==> config.mk <==
export PLATFORM = sky130hd
export DESIGN_NAME = block_config_loader_flat
export DESIGN_NICKNAME = d
export VERILOG_FILES = /design/src/rtl/block_config_pkg.sv /design/src/rtl/block_config_loader_if.sv /design/src/rtl/block_config_frame_packer.sv /design/src/rtl/block_config_loader.sv /design/src/flat_wrapper.sv
export SDC_FILE = /design/constraint.sdc
export NUM_CORES = 1
export LEC_CHECK = 0
export BUFFER_PORTS_ARGS = -buffer_cell sky130_fd_sc_hd__buf_4
export CAP_MARGIN = 25
export CORE_UTILIZATION = 40
export CTS_BUF_LIST = sky130_fd_sc_hd__clkbuf_8
export CTS_CLUSTER_DIAMETER = 50
export DETAILED_ROUTE_END_ITERATION = 7
export GPL_TIMING_DRIVEN = 0
export PLACE_DENSITY_LB_ADDON = 0.15
export SYNTH_ARGS = -nofsm -noshare
export SYNTH_HDL_FRONTEND = slang
export SYNTH_SLANG_ARGS = --single-unit
==> constraint.sdc <==
create_clock -name cclk -period 4.8 [get_ports cclk]
set_clock_uncertainty 0.05 [all_clocks]
set_input_delay 0.72 -clock cclk [delete_from_list [all_inputs] [get_ports cclk]]
set_output_delay 0.72 -clock cclk [all_outputs]
set_load 0.05 [all_outputs]
==> src/rtl/block_config_pkg.sv <==
// Shared state encoding and sizing helpers for the block configuration loader.
// Build option BLOCK_CONFIG_PARITY_EN appends one even-parity word to every frame.
package block_config_pkg;

   typedef enum logic [2:0] {
      IDLE,
      COLLECT,
      LOAD,
      HOLD,
      DONE
   } state_t;

   function automatic int idx_bits(input int n);
      return (n > 1) ? $clog2(n) : 1;
   endfunction

   localparam int DEF_ADDR_BITS  = 4;
   localparam int DEF_WORD_BITS  = 8;
   localparam int DEF_NUM_BLOCKS = 8;
   localparam int DEF_CEN_CYCLES = 2;

   localparam int WORDS_PER_FRAME = (2 ** DEF_ADDR_BITS) / DEF_WORD_BITS;
   localparam int BLK_IDX_BITS    = idx_bits(DEF_NUM_BLOCKS);

`ifdef BLOCK_CONFIG_PARITY_EN
   localparam int PARITY_WORDS = 1;
`else
   localparam int PARITY_WORDS = 0;
`endif

endpackage

==> src/rtl/block_config_loader_if.sv <==
// Valid/ready word stream from the fabric configuration port into the loader.
interface block_config_loader_if
   import block_config_pkg::*;
#(
   parameter int WORD_BITS = DEF_WORD_BITS
);
   logic                 cfg_valid;
   logic                 cfg_ready;
   logic [WORD_BITS-1:0] cfg_data;

   modport master (output cfg_valid, output cfg_data, input cfg_ready);
   modport slave  (input cfg_valid, input cfg_data, output cfg_ready);
endinterface

==> src/rtl/block_config_frame_packer.sv <==
// Packs incoming words LSB-first into the frame register that drives config_in.
// Words past the frame (the parity word, when enabled) are counted but not stored.
module block_config_frame_packer
   import block_config_pkg::*;
#(
   parameter int WORD_BITS   = DEF_WORD_BITS,
   parameter int MEM_SIZE    = 2 ** DEF_ADDR_BITS,
   parameter int TOTAL_WORDS = WORDS_PER_FRAME + PARITY_WORDS
) (
   input  logic                 cclk,
   input  logic                 rst,
   input  logic                 clear,
   input  logic                 accept,
   input  logic [WORD_BITS-1:0] word,
   output logic [MEM_SIZE-1:0]  frame,
   output logic                 last_word
);
   localparam int FRAME_WORDS = MEM_SIZE / WORD_BITS;
   localparam int CNT_BITS    = $clog2(TOTAL_WORDS + 1);

   logic [CNT_BITS-1:0] word_cnt;

   always_ff @(posedge cclk) begin
      if (rst) begin
         word_cnt <= '0;
         frame    <= '0;
      end else begin
         if (clear) begin
            word_cnt <= '0;
         end else if (accept) begin
            word_cnt <= word_cnt + CNT_BITS'(1);
         end
         if (accept) begin
            for (int k = 0; k < FRAME_WORDS; k++) begin
               if (word_cnt == CNT_BITS'(k)) begin
                  frame[k*WORD_BITS +: WORD_BITS] <= word;
               end
            end
         end
      end
   end

   assign last_word = (word_cnt == CNT_BITS'(TOTAL_WORDS - 1));

endmodule

==> src/rtl/block_config_loader.sv <==
// Loads NUM_BLOCKS latch blocks over a shared config_in bus with a one-hot cen pulse each.
// Optional build macro: BLOCK_CONFIG_PARITY_EN (per-frame even-parity word, sticky error).
//
// state   | meaning
// --------+-------------------------------------------------------------
// IDLE    | waiting for start
// COLLECT | accepting words for the current block's frame
// LOAD    | cen[blk_idx] high, CEN_CYCLES cycles (down-counter)
// HOLD    | cen low, config_in stable so the latches close on settled data
// DONE    | one-cycle done pulse, back to IDLE
module block_config_loader
   import block_config_pkg::*;
#(
   parameter int ADDR_BITS  = DEF_ADDR_BITS,
   parameter int MEM_SIZE   = 2 ** ADDR_BITS,
   parameter int NUM_BLOCKS = DEF_NUM_BLOCKS,
   parameter int WORD_BITS  = DEF_WORD_BITS,
   parameter int CEN_CYCLES = DEF_CEN_CYCLES,
   localparam int IDX_BITS  = idx_bits(NUM_BLOCKS)
) (
   input  logic                  cclk,
   input  logic                  rst,
   input  logic                  start,
   block_config_loader_if.slave  cfg,
   output logic [MEM_SIZE-1:0]   config_in,
   output logic [NUM_BLOCKS-1:0] cen,
   output logic                  busy,
   output logic                  done,
   output logic                  error,
   output logic [IDX_BITS-1:0]   blk_idx
);
   localparam int FRAME_WORDS = MEM_SIZE / WORD_BITS;
   localparam int TOTAL_WORDS = FRAME_WORDS + PARITY_WORDS;
   localparam int CEN_BITS    = idx_bits(CEN_CYCLES);
   localparam logic [CEN_BITS-1:0] CEN_LOAD = CEN_BITS'(CEN_CYCLES - 1);
   localparam logic [IDX_BITS-1:0] IDX_LAST = IDX_BITS'(NUM_BLOCKS - 1);

   state_t                state_q;
   state_t                state_d;
   logic [IDX_BITS-1:0]   blk_idx_d;
   logic [CEN_BITS-1:0]   cen_cnt_q;
   logic [CEN_BITS-1:0]   cen_cnt_d;
   logic [NUM_BLOCKS-1:0] cen_d;
   logic                  ready;
   logic                  accept;
   logic                  last_word;
   logic                  parity_bad;

   assign ready         = (state_q == COLLECT);
   assign cfg.cfg_ready = ready;
   assign accept        = cfg.cfg_valid && ready;
   assign busy          = (state_q != IDLE);
   assign done          = (state_q == DONE);

   block_config_frame_packer #(
      .WORD_BITS   (WORD_BITS),
      .MEM_SIZE    (MEM_SIZE),
      .TOTAL_WORDS (TOTAL_WORDS)
   ) u_packer (
      .cclk      (cclk),
      .rst       (rst),
      .clear     (!ready),
      .accept    (accept),
      .word      (cfg.cfg_data),
      .frame     (config_in),
      .last_word (last_word)
   );

`ifdef BLOCK_CONFIG_PARITY_EN
   logic err_q;

   // The parity word arrives after the whole frame is stored, so check it as it transfers.
   assign parity_bad = cfg.cfg_data[0] ^ (^config_in);

   always_ff @(posedge cclk) begin
      if (rst) begin
         err_q <= 1'b0;
      end else if (accept && last_word && parity_bad) begin
         err_q <= 1'b1;
      end
   end

   assign error = err_q;
`else
   assign parity_bad = 1'b0;
   assign error      = 1'b0;
`endif

   always_comb begin
      state_d   = state_q;
      blk_idx_d = blk_idx;
      cen_cnt_d = cen_cnt_q;
      cen_d     = '0;
      case (state_q)
         IDLE: begin
            if (start) begin
               state_d   = COLLECT;
               blk_idx_d = '0;
            end
         end
         COLLECT: begin
            if (accept && last_word) begin
               if (parity_bad) begin
                  state_d = DONE;
               end else begin
                  state_d   = LOAD;
                  cen_cnt_d = CEN_LOAD;
               end
            end
         end
         LOAD: begin
            if (cen_cnt_q == '0) begin
               state_d = HOLD;
            end else begin
               cen_cnt_d = cen_cnt_q - CEN_BITS'(1);
            end
         end
         HOLD: begin
            if (blk_idx == IDX_LAST) begin
               state_d = DONE;
            end else begin
               state_d   = COLLECT;
               blk_idx_d = blk_idx + IDX_BITS'(1);
            end
         end
         DONE: begin
            state_d = IDLE;
         end
         default: begin
            state_d = IDLE;
         end
      endcase
      // cen is registered from the next state so it tracks LOAD exactly, never multi-hot.
      for (int b = 0; b < NUM_BLOCKS; b++) begin
         if (state_d == LOAD && blk_idx_d == IDX_BITS'(b)) begin
            cen_d[b] = 1'b1;
         end
      end
   end

   always_ff @(posedge cclk) begin
      if (rst) begin
         state_q   <= IDLE;
         blk_idx   <= '0;
         cen_cnt_q <= '0;
         cen       <= '0;
      end else begin
         state_q   <= state_d;
         blk_idx   <= blk_idx_d;
         cen_cnt_q <= cen_cnt_d;
         cen       <= cen_d;
      end
   end

endmodule

==> src/flat_wrapper.sv <==
// flat-port wrapper written by rule: the top's interface ports become plain ports
module block_config_loader_flat import block_config_pkg::*;
#(
   parameter int ADDR_BITS  = DEF_ADDR_BITS,
   parameter int MEM_SIZE   = 2 ** ADDR_BITS,
   parameter int NUM_BLOCKS = DEF_NUM_BLOCKS,
   parameter int WORD_BITS  = DEF_WORD_BITS,
   parameter int CEN_CYCLES = DEF_CEN_CYCLES,
   localparam int IDX_BITS  = idx_bits(NUM_BLOCKS)
)
  (cclk, rst, start, config_in, cen, busy, done, error, blk_idx, cfg_cfg_valid, cfg_cfg_data, cfg_cfg_ready);
  block_config_loader_if #(.WORD_BITS(WORD_BITS)) cfg_i ();
  input  logic cclk;
  input  logic rst;
  input  logic start;
  output logic [MEM_SIZE-1:0] config_in;
  output logic [NUM_BLOCKS-1:0] cen;
  output logic busy;
  output logic done;
  output logic error;
  output logic [IDX_BITS-1:0] blk_idx;
  input wire logic [$bits(cfg_i.cfg_valid)-1:0] cfg_cfg_valid;
  input wire logic [$bits(cfg_i.cfg_data)-1:0] cfg_cfg_data;
  output wire logic [$bits(cfg_i.cfg_ready)-1:0] cfg_cfg_ready;
  assign cfg_i.cfg_valid = cfg_cfg_valid;
  assign cfg_i.cfg_data = cfg_cfg_data;
  assign cfg_cfg_ready = cfg_i.cfg_ready;
  block_config_loader #(.ADDR_BITS(ADDR_BITS), .MEM_SIZE(MEM_SIZE), .NUM_BLOCKS(NUM_BLOCKS), .WORD_BITS(WORD_BITS), .CEN_CYCLES(CEN_CYCLES)) u_core (.cclk(cclk), .rst(rst), .start(start), .cfg(cfg_i), .config_in(config_in), .cen(cen), .busy(busy), .done(done), .error(error), .blk_idx(blk_idx));
endmodule
Word-level counts from Yosys, hierarchy flattened
Cells that the tools add are included.
{ "classes": {"reduce_logical": 19, "n_eq_ne": 15, "bitwise_logic": 1, "n_addsub": 3, "n_mux": 19} }
{ "ops": {"columns": ["operator", "n"], "rows": [
  ["$eq A3 B3 Y1 const B", 6],
  ["$mux W3", 6],
  ["$eq A3 B2 Y1 const B", 5],
  ["$pmux W3 S4", 1],
  ["$logic_and A1 B1 Y1", 10],
  ["$mux W1", 10],
  ["$eq A3 B1 Y1 const B", 2],
  ["$logic_not A3 Y1", 2],
  ["$pmux W3 S2", 1],
  ["$reduce_and A2 Y1", 3],
  ["$add A3 B1 Y3 const B", 1],
  ["$reduce_bool A3 Y1", 1],
  ["$add A2 B1 Y2 const B", 1],
  ["$eq A2 B1 Y1 const B", 1],
  ["$logic_not A2 Y1", 1],
  ["$ne A2 B2 Y1 const B", 1],
  ["$pmux W1 S2", 1],
  ["$reduce_bool A2 Y1", 1],
  ["$reduce_or A2 Y1", 1],
  ["$not A1 Y1", 1],
  ["$sub A1 B1 Y1 const B", 1]
]} }
{ "word_totals": {"in_bits": 12, "out_inout_bits": 31, "word_cells": 64, "register_bits": 33} }

Longest topological paths before layout
{ "depth": {"word_depth": 8, "depth_mapped": 8, "mapped_depth_nobuf": 6} }

By module
From an unflattened synthesis, not the netlist that was laid out.
{ "hier_totals": {"cells_unflattened": 154, "area_unflattened_um2": 1487.7} }
{ "modules_own_cells": {"columns": ["mod", "seq_area_each_um2", "cells_per_inst", "instances", "area_each_um2"], "rows": [
  ["block_config_frame_packer", 360.3, 74, 1, 790.8],
  ["block_config_loader", 300.3, 80, 1, 696.9]
]} }

Least setup slack after synthesis
No wires, ideal clock.
{ "synth_path": {"path_type": "reg-to-output", "from": "reg u_core.state_q[0]", "to": "out done", "required_ns": 4.030, "stages_incl_launch_ff": 3, "setup_slack_ns": 2.480, "path_buffers": 1, "arrival_time_ns": 1.550, "cell_sequence": "dfxtp_1 -> buf_4 -> nor3_1"} }
{ "synth_via": {"elab_chain_cells": 1} }
{ "synth_rtl": {"columns": ["element", "line", "text"], "rows": [
  ["start, declared", "block_config_loader.sv:38", "state_t state_q;"],
  ["start signal, assigned", "block_config_loader.sv:148", "state_q <= state_d;"],
  ["$eq A3 B3 Y1", "block_config_loader.sv:53", "assign done = (state_q == DONE);"],
  ["end, declared", "flat_wrapper.sv:19", "output logic done;"]
]} }
Every way passes these cells.

Final worst setup path
{ "layout_path": {"from": "reg u_core.state_q[2]", "to": "out cfg_cfg_ready"} }
{ "layout_via": {"elab_chain_cells": 1} }
{ "layout_rtl": {"columns": ["element", "line", "text"], "rows": [
  ["$eq A3 B1 Y1", "block_config_loader.sv:49", "assign ready = (state_q == COLLECT);"],
  ["end, declared", "flat_wrapper.sv:24", "output wire logic [$bits(cfg_i.cfg_ready)-1:0] cfg_cfg_ready;"]
]} }
Every way passes these cells.

==> metrics.cfg <==
[worst_setup_path]
critPathCaptureType=output pin
required_ns=4.03
cp-start-kind=register
crit_arrival_ns=1.46
crit_type=reg -> out
worstPathMaxFanout=10

[global_route]
overflow=0
grt_pass1_wl_um=4540
grt_pass1_vias=1029
antenna_found_initial=0
grt_max_degree=11
grtUsageTotal_pct=17.2

[die]
core_area_sq_mm=0.00334
initial_core_util_pct=41.5
ios=43
die_w_um=60.8
chipHeight_um=60.8
dieArea_sq_mm=0.00370
num_rows=21

[logic_synthesis]
synth-seq-area-share_pct=47.7
synth_edf_count=0
ys.flop_type=dfxtp_1
syn_area_sq_mm=0.00139
yosysWarnings=0
syn_inst=144
syn-mean-instance-area_sq_um=9.62
synth.distinct_cells=36
synth_nets=159
synth_area_leaders=dfxtp_1 48%, mux2i_1 12%, nor2_1 7.3%
ys_ff_latch=33
async_reset_ff_share_pct=0
synth_top_area_cell=dfxtp_1
synth_top_cell_area_share_pct=47.7

[cts]
cts_root_buf=clkbuf_8
postCtsHoldBufs=0
cts_sinks=33
htree_levels=2
path_clk_slew_ns=0.07
cts_setup_buffers=0
cts.repair.resized=0
clock_latency_ns=0.28
cts_tree=built
cts_made_buffers=5
clk_path_buf_depth=2

[cells_and_area]
ff_latch_area_sq_um=661
final_nets=207
final_common_cell=buf_4
n_fill_cell=320
multi_input_area_sq_um=627
drive_above_1_share_pct=30.6
finalInstanceArea_sq_mm=0.00187
syn_to_final_growth_pct=34.8
layout_common_cells=43 x buf_4, 33 x dfxtp_1, 27 x nor2_1, 17 x mux2i_1
antenna_cells=0

[timing]
period_needed_ns=2.23
hold_viol_final=0
slew_violations=0
setup_viol=0
rsz0062_at_grt=false
fin_crit_sh_pct=46.5
fmax_mhz=448
tns_ns=0

[detailed_routing]
wl_um=2870
remaining_drc_errors=0
drt_iter0_drc=43
routedWlPerCell_um=12.0
via_per_inst=4.83
vias=1154
ant_nets=0
firstDrtPassIters=4

[placement]
io_buffers=41
placed_cell_area_sq_mm=0.00175
routabilityCongestion=0.800
place_hpwl_um=2090

[flow_run]
cap_violations=0

[pwr]
power_density_mw_per_mm2=331
peakVddDrop_uv=185
p_leak_nw=0.779

[worst_hold_path]
hp-class=reg -> reg

[run_status]
status=completed

final cells by class:
cell class	instances	area share (%)
repair buffers	41	16.5
well taps	46	3.08
flip-flops and latches	33	35.4
plain buffers	9	3.95
inverters	6	1.27
clock inverters	2	1.81
clock buffers	6	4.42
multi-input cells	96	33.6
final timing paths:
check	from	cells past startpoint	endpoint	slack, ns
worst min-delay path	u_core.u_packer.frame[4]$_SDFFE_PP0P_	2	u_core.u_packer.frame[4]$_SDFFE_PP0P_	0.44
worst max-delay path	u_core.state_q[2]$_SDFF_PP0_	5	cfg_cfg_ready	2.57
worst min register to register	u_core.u_packer.frame[4]$_SDFFE_PP0P_	2	u_core.u_packer.frame[4]$_SDFFE_PP0P_	0.44
worst max register to register	u_core.blk_idx[1]$_SDFF_PP0_	5	u_core.cen[7]$_SDFF_PP0_	3.03
registers in the layout (all words and copies together) (netlist names):
register / count
u_core.blk_idx: 3
u_core.cen: 8
u_core.u_packer.word_cnt: 2
u_core.cen_cnt_q: 1
u_core.state_q: 3
u_core.u_packer.frame: 16
cell families after synthesis:
group / synth area share (%)
simple gates: 19.7
xor+xnor: 0.632
mux: 12.3
flops: 47.7
other cells: 0.271
buf+inv: 7.05
fa+ha+maj: 2.71
compound gates: 9.67
power breakdown:
part	internal (mW)	total, mW	switching (mW)
Clock	0.167	0.262	0.0951
Sequential	0.279	0.282	0.00318
Combinational	0.0287	0.0730	0.0442
per-stage QoR:
step / hold WS [ns] / utilization, % / worst slack, ns / instances / total power [mW]
2_1_floorplan: 0.425 / - / 2.48 / 144 / 0.338
3_3_place_gp: 0.428 / 52.5 / 2.74 / 231 / 0.360
3_5_place_dp: 0.438 / 52.5 / 2.77 / 231 / 0.362
4_1_cts: 0.454 / 55.9 / 2.55 / 239 / 0.626
5_1_grt: 0.473 / 55.9 / 2.53 / 239 / 0.642
6_report: 0.444 / 55.9 / 2.57 / 239 / 0.617
metal layers:
metal,GRT usage (%),share of wire (%),up-vias
li1,-,-,585
met1,20.3,45,529
met2,29.0,50,34
met3,4.48,3.7,6
met4,8.12,1.6,0
met5,0,0,-
critical path, stage by stage (launching register included):
cell	delay, ns
dfxtp_1	0.31
buf_6	0.13
or3b_1	0.37
buf_6	0.15
clkinv_2	0.05
buf_4	0.18
synth_stat cells (all sizes together) (2+ instances only):
cell	number
o21ai	3
buf	6
a221oi	2
clkbuf	3
nor2	28
dfxtp	33
and3	2
ha	3
a311oi	2
nor2b	2
a211oi	3
nand2b	2
a21oi	7
nand4b	2
mux2i	17
or3b	2
inv	5
nand2	7
nor3	4
(Power assumes the default switching activity.)
